File: config.mk
export PLATFORM = sky130hd
export DESIGN_NAME = io_guard
export DESIGN_NICKNAME = d
export VERILOG_FILES = /design/src/rtl/megamapper_pkg.sv /design/src/rtl/io_evt_fifo.sv /design/src/rtl/io_guard.sv
export SDC_FILE = /design/constraint.sdc
export NUM_CORES = 1
export LEC_CHECK = 0
export CELL_PAD_IN_SITES_DETAIL_PLACEMENT = 0
export CELL_PAD_IN_SITES_GLOBAL_PLACEMENT = 2
export CORE_AREA = 5 5 205 207
export CTS_BUF_LIST = sky130_fd_sc_hd__clkbuf_4 sky130_fd_sc_hd__clkbuf_8
export CTS_CLUSTER_SIZE = 8
export DETAILED_ROUTE_END_ITERATION = 6
export DIE_AREA = 0 0 210 212
export PLACE_DENSITY_LB_ADDON = 0.1
export SLEW_MARGIN = 20
export SYNTH_ARGS = -nofsm -noshare
export SYNTH_HDL_FRONTEND = slang
export SYNTH_HIERARCHICAL = 1
export SYNTH_SLANG_ARGS = --single-unit
File: constraint.sdc
create_clock -name clk -period 8.5 [get_ports clk]
set_clock_uncertainty 0.15 [all_clocks]
set_input_delay 1.7 -clock clk [delete_from_list [all_inputs] [get_ports clk]]
set_output_delay 1.7 -clock clk [all_outputs]
set_load 0.01 [all_outputs]
File: src/rtl/megamapper_pkg.sv
// Shared types and constants for the Nabu MegaMapper I/O guard.
package megamapper_pkg;

  typedef enum logic [1:0] {
    IDLE = 2'd0,
    PASS = 2'd1,
    HIT  = 2'd2,
    PUSH = 2'd3
  } io_guard_state_t;

  typedef struct packed {
    logic       dir;
    logic [7:0] port;
    logic [7:0] data;
  } io_evt_t;

  localparam logic [7:0] IO_FILL_DEFAULT = 8'hFF;

endpackage

File: src/rtl/io_evt_fifo.sv
// Synchronous capture FIFO for guarded I/O events, with a registered head
// and a sticky overflow flag.
module io_evt_fifo
  import megamapper_pkg::*;
#(
  parameter int DEPTH = 4
) (
  input  logic    clk,
  input  logic    reset,
  input  logic    push,
  input  io_evt_t din,
  input  logic    pop,
  output io_evt_t head,
  output logic    valid,
  output logic    full,
  output logic    overflow
);

  localparam int AW = $clog2(DEPTH);
  localparam int CW = AW + 1;

  io_evt_t       mem [DEPTH];
  logic [AW-1:0] wr_ptr_reg, rd_ptr_reg, rd_ptr_next;
  logic [CW-1:0] count_reg, count_next;
  io_evt_t       head_reg;
  logic          overflow_reg;
  logic          empty, do_push, do_pop;

  assign empty   = (count_reg == '0);
  assign full    = (count_reg == CW'(DEPTH));
  assign do_pop  = pop && !empty;
  // A pop in the same cycle frees a slot, so a full FIFO still accepts the push.
  assign do_push = push && (!full || do_pop);

  always_comb begin
    rd_ptr_next = rd_ptr_reg;
    count_next  = count_reg;
    if (do_pop) rd_ptr_next = rd_ptr_reg + 1'b1;
    if (do_push && !do_pop) count_next = count_reg + 1'b1;
    else if (!do_push && do_pop) count_next = count_reg - 1'b1;
  end

  always_ff @(posedge clk) begin
    if (do_push) mem[wr_ptr_reg] <= din;
  end

  always_ff @(posedge clk) begin
    if (reset) begin
      wr_ptr_reg   <= '0;
      rd_ptr_reg   <= '0;
      count_reg    <= '0;
      head_reg     <= '0;
      overflow_reg <= 1'b0;
    end else begin
      if (do_push) wr_ptr_reg <= wr_ptr_reg + 1'b1;
      rd_ptr_reg <= rd_ptr_next;
      count_reg  <= count_next;
      // Head forwards the incoming entry when it lands in the next head slot.
      if (count_next == '0) head_reg <= '0;
      else if (do_push && (wr_ptr_reg == rd_ptr_next)) head_reg <= din;
      else head_reg <= mem[rd_ptr_next];
      if (push && !do_push) overflow_reg <= 1'b1;
      else if (do_pop && overflow_reg && (count_reg == CW'(1))) overflow_reg <= 1'b0;
    end
  end

  assign head     = head_reg;
  assign valid    = !empty;
  assign overflow = overflow_reg;

endmodule

File: src/rtl/io_guard.sv
// Guest I/O access guard: protection bitmap, access FSM and event capture FIFO.
// Optional IO_GUARD_RDVAL_EN: rd_fill becomes programmable via cfg_wr to port 0xFF.
module io_guard
  import megamapper_pkg::*;
#(
  parameter int DEPTH = 4
) (
  input  logic       clk,
  input  logic       reset,
  input  logic       iorq_n,
  input  logic       rd_n,
  input  logic       wr_n,
  input  logic       m1_n,
  input  logic [7:0] addr,
  input  logic [7:0] data_in,
  input  logic       virtual_enabled,
  input  logic       trap_state,
  input  logic       cfg_wr,
  input  logic [7:0] cfg_port,
  input  logic       cfg_prot,
  input  logic       pop,
  output logic       io_violation,
  output logic       io_block,
  output logic       rd_fill_oe,
  output logic [7:0] rd_fill,
  output logic       evt_valid,
  output logic       evt_dir,
  output logic [7:0] evt_port,
  output logic [7:0] evt_data,
  output logic       overflow
);

  io_guard_state_t state_reg, state_next;
  logic [255:0]    bitmap_reg;
  logic            dir_reg, dir_next;
  logic [7:0]      port_reg, port_next;
  logic [7:0]      data_reg, data_next;
  logic [1:0]      viol_cnt_reg, viol_cnt_next;
  logic            valid_io, guard_active, detect, push, bitmap_we, fifo_full;
  io_evt_t         push_evt, head;

  assign valid_io     = !iorq_n && m1_n && (!rd_n || !wr_n);
  assign guard_active = virtual_enabled && !trap_state;
  // Gated by reset so the block drops as soon as a reset aborts the access.
  assign detect       = (state_reg == IDLE) && valid_io && guard_active &&
                        bitmap_reg[addr] && !reset;

`ifdef IO_GUARD_RDVAL_EN
  logic [7:0] rd_fill_reg;

  assign bitmap_we = cfg_wr && (cfg_port != 8'hFF);

  always_ff @(posedge clk) begin
    if (reset) rd_fill_reg <= IO_FILL_DEFAULT;
    else if (cfg_wr && (cfg_port == 8'hFF)) rd_fill_reg <= {8{cfg_prot}};
  end

  assign rd_fill = rd_fill_reg;
`else
  assign bitmap_we = cfg_wr;
  assign rd_fill   = IO_FILL_DEFAULT;
`endif

  always_ff @(posedge clk) begin
    if (reset) bitmap_reg <= '1;
    else if (bitmap_we) bitmap_reg[cfg_port] <= cfg_prot;
  end

  always_comb begin
    state_next = state_reg;
    dir_next   = dir_reg;
    port_next  = port_reg;
    data_next  = data_reg;
    push       = 1'b0;
    case (state_reg)
      IDLE: begin
        if (detect) begin
          state_next = HIT;
          dir_next   = !wr_n;
          port_next  = addr;
          data_next  = data_in;
        end else if (valid_io) begin
          state_next = PASS;
        end
      end
      PASS: if (iorq_n) state_next = IDLE;
      HIT: begin
        // Write data keeps tracking the bus until the strobe ends.
        if (iorq_n) state_next = PUSH;
        else if (dir_reg) data_next = data_in;
      end
      PUSH: begin
        push       = 1'b1;
        state_next = IDLE;
      end
      default: state_next = IDLE;
    endcase
  end

  always_comb begin
    viol_cnt_next = viol_cnt_reg;
    if (detect) viol_cnt_next = 2'd2;
    else if (viol_cnt_reg != 2'd0) viol_cnt_next = viol_cnt_reg - 2'd1;
  end

  always_ff @(posedge clk) begin
    if (reset) begin
      state_reg    <= IDLE;
      dir_reg      <= 1'b0;
      port_reg     <= 8'h00;
      data_reg     <= 8'h00;
      viol_cnt_reg <= 2'd0;
    end else begin
      state_reg    <= state_next;
      dir_reg      <= dir_next;
      port_reg     <= port_next;
      data_reg     <= data_next;
      viol_cnt_reg <= viol_cnt_next;
    end
  end

  always_comb begin
    push_evt      = '0;
    push_evt.dir  = dir_reg;
    push_evt.port = port_reg;
    push_evt.data = dir_reg ? data_reg : 8'h00;
  end

  io_evt_fifo #(
    .DEPTH(DEPTH)
  ) u_fifo (
    .clk     (clk),
    .reset   (reset),
    .push    (push),
    .din     (push_evt),
    .pop     (pop),
    .head    (head),
    .valid   (evt_valid),
    .full    (fifo_full),
    .overflow(overflow)
  );

  assign io_violation = (viol_cnt_reg != 2'd0);
  assign io_block     = detect || (state_reg == HIT);
  assign rd_fill_oe   = io_block && (detect ? wr_n : !dir_reg);
  assign evt_dir      = head.dir;
  assign evt_port     = head.port;
  assign evt_data     = head.data;

endmodule

==> summary by stage, run 1 <==
Drt
The final routed wire length divided by cell count is 23.64 um. The final layout contains routed wiring with a total length of 52.01 mm. The DRC violation count after routing is 0.

After detailed routing, the number of vias per cell comes to 6.139. The detailed router's first-iteration violation count is 945. The detail route stage leaves a number of antenna-violating nets equal to 0. The number of search-and-repair iterations in the first detailed-routing pass is 7. The overall via count from detail_route is 13510.

STA
The routed design could run at a clock period as short as between 7000 and 8000 ps. Setup repair after global routing left no endpoint under its margin. The max-slew violation count is 0. The setup TNS is 0 ps. The final period utilization is 0.8472.

The headroom to the max-slew limit is 0.2845. At the pin with the least slew margin, the transition time is 1073 ps. Static timing analysis puts the maximum clock frequency at between 0.1 and 0.15 GHz.

The final hold violation count is 0. The final number of setup-violating endpoints is 0.

Floorplanning
The total area inside the core boundary comes to 40180 um2. For this design the top-level I/O count stands at 65. Row generation in the floorplan step produced 74 rows. From left edge to right edge, the die measures 210 um. The die height is 212 um. The initial cell density of the core is 0.4409. The die outline area is roughly 45000 um2.

Layout
The count of cells in the finished layout, fillers not included, comes to 2200. The antenna diode count is 0. The register with the most flip-flops in the layout has 256 of them. The layout cell share with drive strength beyond 1 is 0.1679.

The synthesis-to-layout area growth is 11.26%. The count of fill cells added during filler insertion is 3673. The final layout contains ~1700 nets.

Logic synthesis
The synthesized area is around 18000 um2. For this run, the number of Yosys warnings is 6. The cell count after synthesis is 1649. The average cell area after synthesis is 10.74 um2.

Power
For this design the ratio of total power to cell area is 213.5 nW/um2. The worst vdd rail ir drop is 108.1 uV. The leakage power is 6.543 nW.

CTS
The post-cts repair resize count is 0. The tree is rooted in a sky130_fd_sc_hd__clkbuf_8. The number of setup buffers added after CTS is 0.

Hold repair after CTS inserted 0 buffers. The clock latency of the later-clocked register in the worst-skew pair is about 600 ps. Counting along the longest clock path gives a buffer depth of 3. The maximum level of the CTS H-tree is 3.

The TritonCTS buffer count is 66. The CTS clock-pin slew for the worst setup and hold paths is ~60 ps. The TritonCTS clock tree is yes.

For this design, the sink count on the clock tree is 370.

Worst setup path
STA classifies the critical path startpoint as a primary input. The required time at the worst-slack endpoint is ~6700 ps. The launching instance or port of the critical path is addr[4]. The kind of capture point of the worst setup path is a primary output. In this run the critical register-to-register path is launched from bitmap_reg[177]. Of all nets on the critical path, the largest fanout is 25. The type of the setup path with the least slack is primary input to primary output. The endpoint arrival time on the critical path is 5350 ps.

Placed design
At the end of routability-driven placement, the weighted congestion stood at 0.8054. Once placement completed, the tool counted placed cells totaling around 2100. Detailed placement finished with a half-perimeter wire length of 31.84 mm. Port buffering added 56 buffers.

Global routing
Entering global routing, the biggest net connects 145 pins. The first global-routing pass estimated around 80 mm of wire. The global router's overall resource usage is 0.2297. The initial antenna violation count is 0. The number of global-route vias before repair is about 13000. The overall overflow remaining after global route is 0.

Status
The run finished with clean final reports.

Hold path
The min-delay analysis places its worst path in the category flip-flop to flip-flop. The startpoint of the most critical hold path is viol_cnt_reg[0].

Run
Across the run, the number of max-cap violations was 0.
## worst max-delay path: stages
cell and delay, ps:
sky130_fd_sc_hd__clkdlybuf4s50_1 940, sky130_fd_sc_hd__or3_1 650, sky130_fd_sc_hd__o22ai_1 280, sky130_fd_sc_hd__a2111oi_1 90
sky130_fd_sc_hd__and2_1 230, sky130_fd_sc_hd__buf_4 240, sky130_fd_sc_hd__nor3_4 430, sky130_fd_sc_hd__a32o_1 230
sky130_fd_sc_hd__clkdlybuf4s50_1 540
## layer usage
metal  up-vias  global-route usage  routed length (um)
met4         0             0.06526                1134
met2       319              0.3923               25620
met3        79             0.03718                2253
met1      6680              0.3050               23000
met5         -                   0                   0
li1       6427                   -                   -
## where the power goes
part           internal (W)  leakage (nW)  switching (W)
registers           0.00183          2.95      0.0000245
logic              0.000268          2.87       0.000383
clock network      0.000971         0.726       0.000731
total               0.00307          6.54        0.00114
## path summary, 6_finish.rpt
kind	to	slack [ps]	cells past startpoint
hold / removal	viol_cnt_reg[0]	310	1
hold reg to reg	viol_cnt_reg[0]	310	1
setup reg to reg	state_reg[0]	5600	8
setup / recovery	rd_fill_oe	1300	9
## per-stage QoR
stage	power [W]	area, um2	utilization	worst slack (ps)	hold slack [ps]
finish	0.004208	19710	0.4905	1299	311.6
global route	0.004389	19710	0.4905	1125	332.0
CTS	0.004251	19700	0.4903	1260	316.3
detailed placement	0.002542	18340	0.4564	1265	307.4
global placement	0.002539	18340	0.4564	1272	283.7
floorplan	0.002346	17740	-	2760	273.6
## cell usage in the layout (no fill, tap or decap), drive strengths merged, types with 5 or more instances in the layout
master         count
mux2               9
ha                 8
clkdlybuf4s50     54
nor2b             16
and2              13
inv               16
o211ai            98
buf               36
a21oi             11
clkbuf           104
clkinv            10
o21ai            169
nor4               5
a31oi              5
nor2              26
nand2b             7
dfxtp            302
nor3b             12
nand2            240
nand4             10
a32oi              8
edfxtp            68
mux4              97
conb               8
o31ai             10
mux2i             36
a211oi            40
o311ai           169
nor3              12
and3               8
nand3             15
## final cells by class
cell class                      instances  area, um2  area share
Clock buffer                          104       1306     0.06627
Sequential cell                       370       8089      0.4104
Timing Repair Buffer                   90      827.0     0.04196
Multi-Input combinational cell       1077       8701      0.4414
Inverter                               16      70.07    0.003555
Tap cell                              532      665.6     0.03377
Clock inverter                         11      52.55    0.002666
Note: power is estimated with default switching activity, not from simulation.
==> run 2: changes to the inputs <==
Settings changed: CORE_AREA 5 5 205 207 to 5 5 220 222, DIE_AREA 0 0 210 212 to 0 0 225 227.
Clock period 8.5 ns to 6.39 ns, I/O delays scaled along.
==> run 2 against run 1 <==
Combinational power up 32%. Total power rose by 36%. Wire length up 2.8%. Setup slack lost 730 ps. Sequential power increased by 34%. Clock power increased by 41%. Global-route usage is 2.1 points lower. Clock-buffer cell count up 6. Largest power group unchanged. Die area increased by 15%. Register-to-register slack got worse by 2100 ps.
==> summary by stage, run 2 (same netlist as run 1, synthesis figures left out) <==
Status
The run finished with clean final reports.

STA
The final hold violation count is 0 (unchanged). Setup repair after global routing left no endpoint under its margin. The setup TNS was 0 ps (unchanged). In the finished design, the share of the clock period the worst path needs comes to 0.9117. The top achievable clock speed is between 0.15 and 0.2 GHz. Counting I/O delays and the setup requirement, the final critical path takes 5825 ps. The final number of setup-violating endpoints is 0 (unchanged). The max-slew violation count is 0 (unchanged).

The slew of the pin with the lowest slew margin came to 1098 ps (+24.27 ps). The headroom to the max-slew limit is 0.2659 (-0.01853).

CTS
The number of buffers added for setup after CTS was 0 (unchanged). The clock latency of the later-clocked register in the worst-skew pair was 640 ps (+40 ps). The count of clock tree sinks is 370 (unchanged).

The TritonCTS clock tree is yes. The maximum level of the CTS H-tree is 3 (unchanged). The TritonCTS buffer count is 69 (+4.5%).

The number of buffers on the longest clock path is 3 (unchanged). The CTS clock-pin slew for the worst setup and hold paths was 50 ps (about the same). The post-cts repair resize count is 0 (unchanged). The cell at the root of the clock tree is sky130_fd_sc_hd__clkbuf_8. The hold buffer count at cts is 0 (unchanged).

Worst setup path
STA classifies the critical path startpoint as a primary input. The type of the setup path with the least slack is primary input to primary output. Walking the worst path, the cells encountered are clkdlybuf4s50_1, buf_4, mux4_2, mux2i_1, mux2i_1, a2111oi_1, and2_1, nor3_4, a32o_1, clkdlybuf4s50_1. The endpoint arrival time on the critical path is 4400 ps (-950 ps). STA classifies the critical path endpoint as a primary output. The maximum fanout encountered on the critical timing path is 8 (-68%). The maximum cell stage delay along the critical path is 520 ps (-420 ps).

The required time at the worst-slack endpoint is 4960 ps (-1690 ps). On the critical path, the stage with the largest delay is an instance of sky130_fd_sc_hd__mux4_2. The buffer and inverter count on the worst path is 3 (unchanged). The family of cells with the greatest summed delay on the critical path is buffers and inverters.

Floorplanning
The initial cell density of the core is 0.3838 (-0.05709). The die height was 227 um (+7.1%). The die outline area is 51080 um2 (+15%).

The number of core rows is 79 (+6.8%). The placeable core region is 46160 um2 (+15%). The number of ports placed on the die boundary is 65 (unchanged). The die extent in x is 225 um (+7.1%).

Global routing
The overall overflow remaining after global route is 0 (unchanged). The pin count of the biggest net entering global routing is 141 (-2.8%). The initial antenna violation count is 0 (unchanged). The global router's overall resource usage is 0.2083 (-0.02144). The wire length of the first global-routing pass is 82.63 mm (+3.1%). The number of global-route vias before repair is 13370 (+1.5%).

Placed design
The port buffer count is 56 (unchanged). The cell count after placement is 2170 (+4.1%). The half-perimeter wire length of the detailed placement result came to 32.52 mm (+2.1%). The final weighted congestion in routability-driven placement is 0.7615 (-5.5%).

Run
The number of maximum-capacitance violations is 0 (unchanged).

Power
The net switching fraction of the power is 0.2694 (-0.001179). The total power is 0.005720 W (+36%). The areal power density over the cells was 286.3 nW/um2 (+34%). The combinational share of power was 0.150 (-0.005). The total internal power was 0.004179 W (+36%). The worst vdd rail ir drop was 353.3 uV (+230%). The leakage power was 6.642 nW (+1.5%).

The switching power is 0.001541 W (+35%). The fraction of power consumed by sequential logic is 0.432 (-0.009). The share of total power in the clock network is 0.418 (+0.014).

Hold path
The class of the tightest hold or removal check is flip-flop to flip-flop.

Drt
The overall via count from detail_route is 13590 (+0.64%). The count of antenna-violating nets left after detailed routing is 0 (unchanged). The DRC violation count after routing is 0 (unchanged). The routed wire length is 53.47 mm (+2.8%). The number of search-and-repair iterations in the first detailed-routing pass was 5 (-2). The final routed wire length divided by cell count is 23.33 um (-1.3%). The per-cell via count in the routed design is 5.930 (-3.4%). The detailed router's first-iteration violation count is 899 (-4.9%).

Layout
The layout cell share with drive strength beyond 1 is 0.1770 (+0.009094). The number of standard cells in the final layout excluding fillers came to 2292 (+4.2%). From synthesis to final layout, the design area changed by 12.77%. The most common cell after layout, fill and taps aside is sky130_fd_sc_hd__dfxtp_1. The number of nets in the final layout is 1677 (+0.78%).

The top cell types in the final layout, fill and taps aside, are sky130_fd_sc_hd__dfxtp_1, sky130_fd_sc_hd__nand2_1, sky130_fd_sc_hd__o21ai_0, sky130_fd_sc_hd__o311ai_0, sky130_fd_sc_hd__o211ai_1. The flip-flop count of the largest register, all copies and words added was 256 (unchanged).
[run 2: cell types whose count changed in the layout (fill, tap and decap cells not counted), moves of 2 or more]
cell                        previous run  this run
sky130_fd_sc_hd__buf_4                34        42
sky130_fd_sc_hd__clkbuf_8             84        80
sky130_fd_sc_hd__buf_12                1         4
sky130_fd_sc_hd__nor3_2                0         3
sky130_fd_sc_hd__clkbuf_4             20        30
sky130_fd_sc_hd__nor3_1               10         8
sky130_fd_sc_hd__bufinv_16             0         2
[run 2: routing by layer]
metal,vias up,global-route usage,routed length (um)
li1,6441,-,-
met4,0,0.05441,1164
met5,-,0,0
met3,83,0.03572,2297
met1,6752,0.2767,24000
met2,316,0.3554,26010
[run 2: worst register-to-register path: stages (launching register included)]
cell                       delay (ps)
sky130_fd_sc_hd__dfxtp_1          360
sky130_fd_sc_hd__and2_1           440
sky130_fd_sc_hd__inv_1            160
sky130_fd_sc_hd__o221a_2          350
sky130_fd_sc_hd__o221a_4          280
sky130_fd_sc_hd__a211oi_4         890
sky130_fd_sc_hd__a211oi_1         100
[run 2: worst paths after layout]
check                                startpoint              end  slack [ps]  cells past startpoint
worst max-delay path                    addr[1]       rd_fill_oe         560                     10
worst min-delay path            viol_cnt_reg[0]  viol_cnt_reg[0]         300                      1
worst max register to register     state_reg[0]  u_fifo/head[15]        3500                      6
worst min register to register  viol_cnt_reg[0]  viol_cnt_reg[0]         300                      1
[run 2: layout make-up]
cell class	instances	area, um2
diodes	1	2.502
clock buffers	110	1326
clock inverters	11	101.3
fillers	4381	26180
inverters	16	70.07
multi-input cells	1077	8693
flip-flops and latches	370	8089
well taps	607	759.5
repair buffers	100	935.9
[run 2: power by group through the flow]
stage	clock network [W]	logic, W	registers [W]
final	0.00239	0.000860	0.00247
after global routing	0.00256	0.000933	0.00247
after CTS	0.00246	0.000877	0.00247
after detailed placement	0	0.000872	0.00252
after global placement	0	0.000878	0.00252
after floorplan	0	0.000594	0.00253
[run 2: per-stage QoR]
stage / worst slack, ps / util / instance area (um2) / hold WS, ps
4_1_cts: 516.3 / 0.4325 / 19970 / 302.2
2_1_floorplan: 1494 / - / 17740 / 273.6
3_5_place_dp: 519.1 / 0.4016 / 18540 / 295.9
6_report: 564.5 / 0.4328 / 19980 / 300.8
3_3_place_gp: 543.1 / 0.4016 / 18540 / 286.7
5_1_grt: 325.6 / 0.4327 / 19980 / 330.3
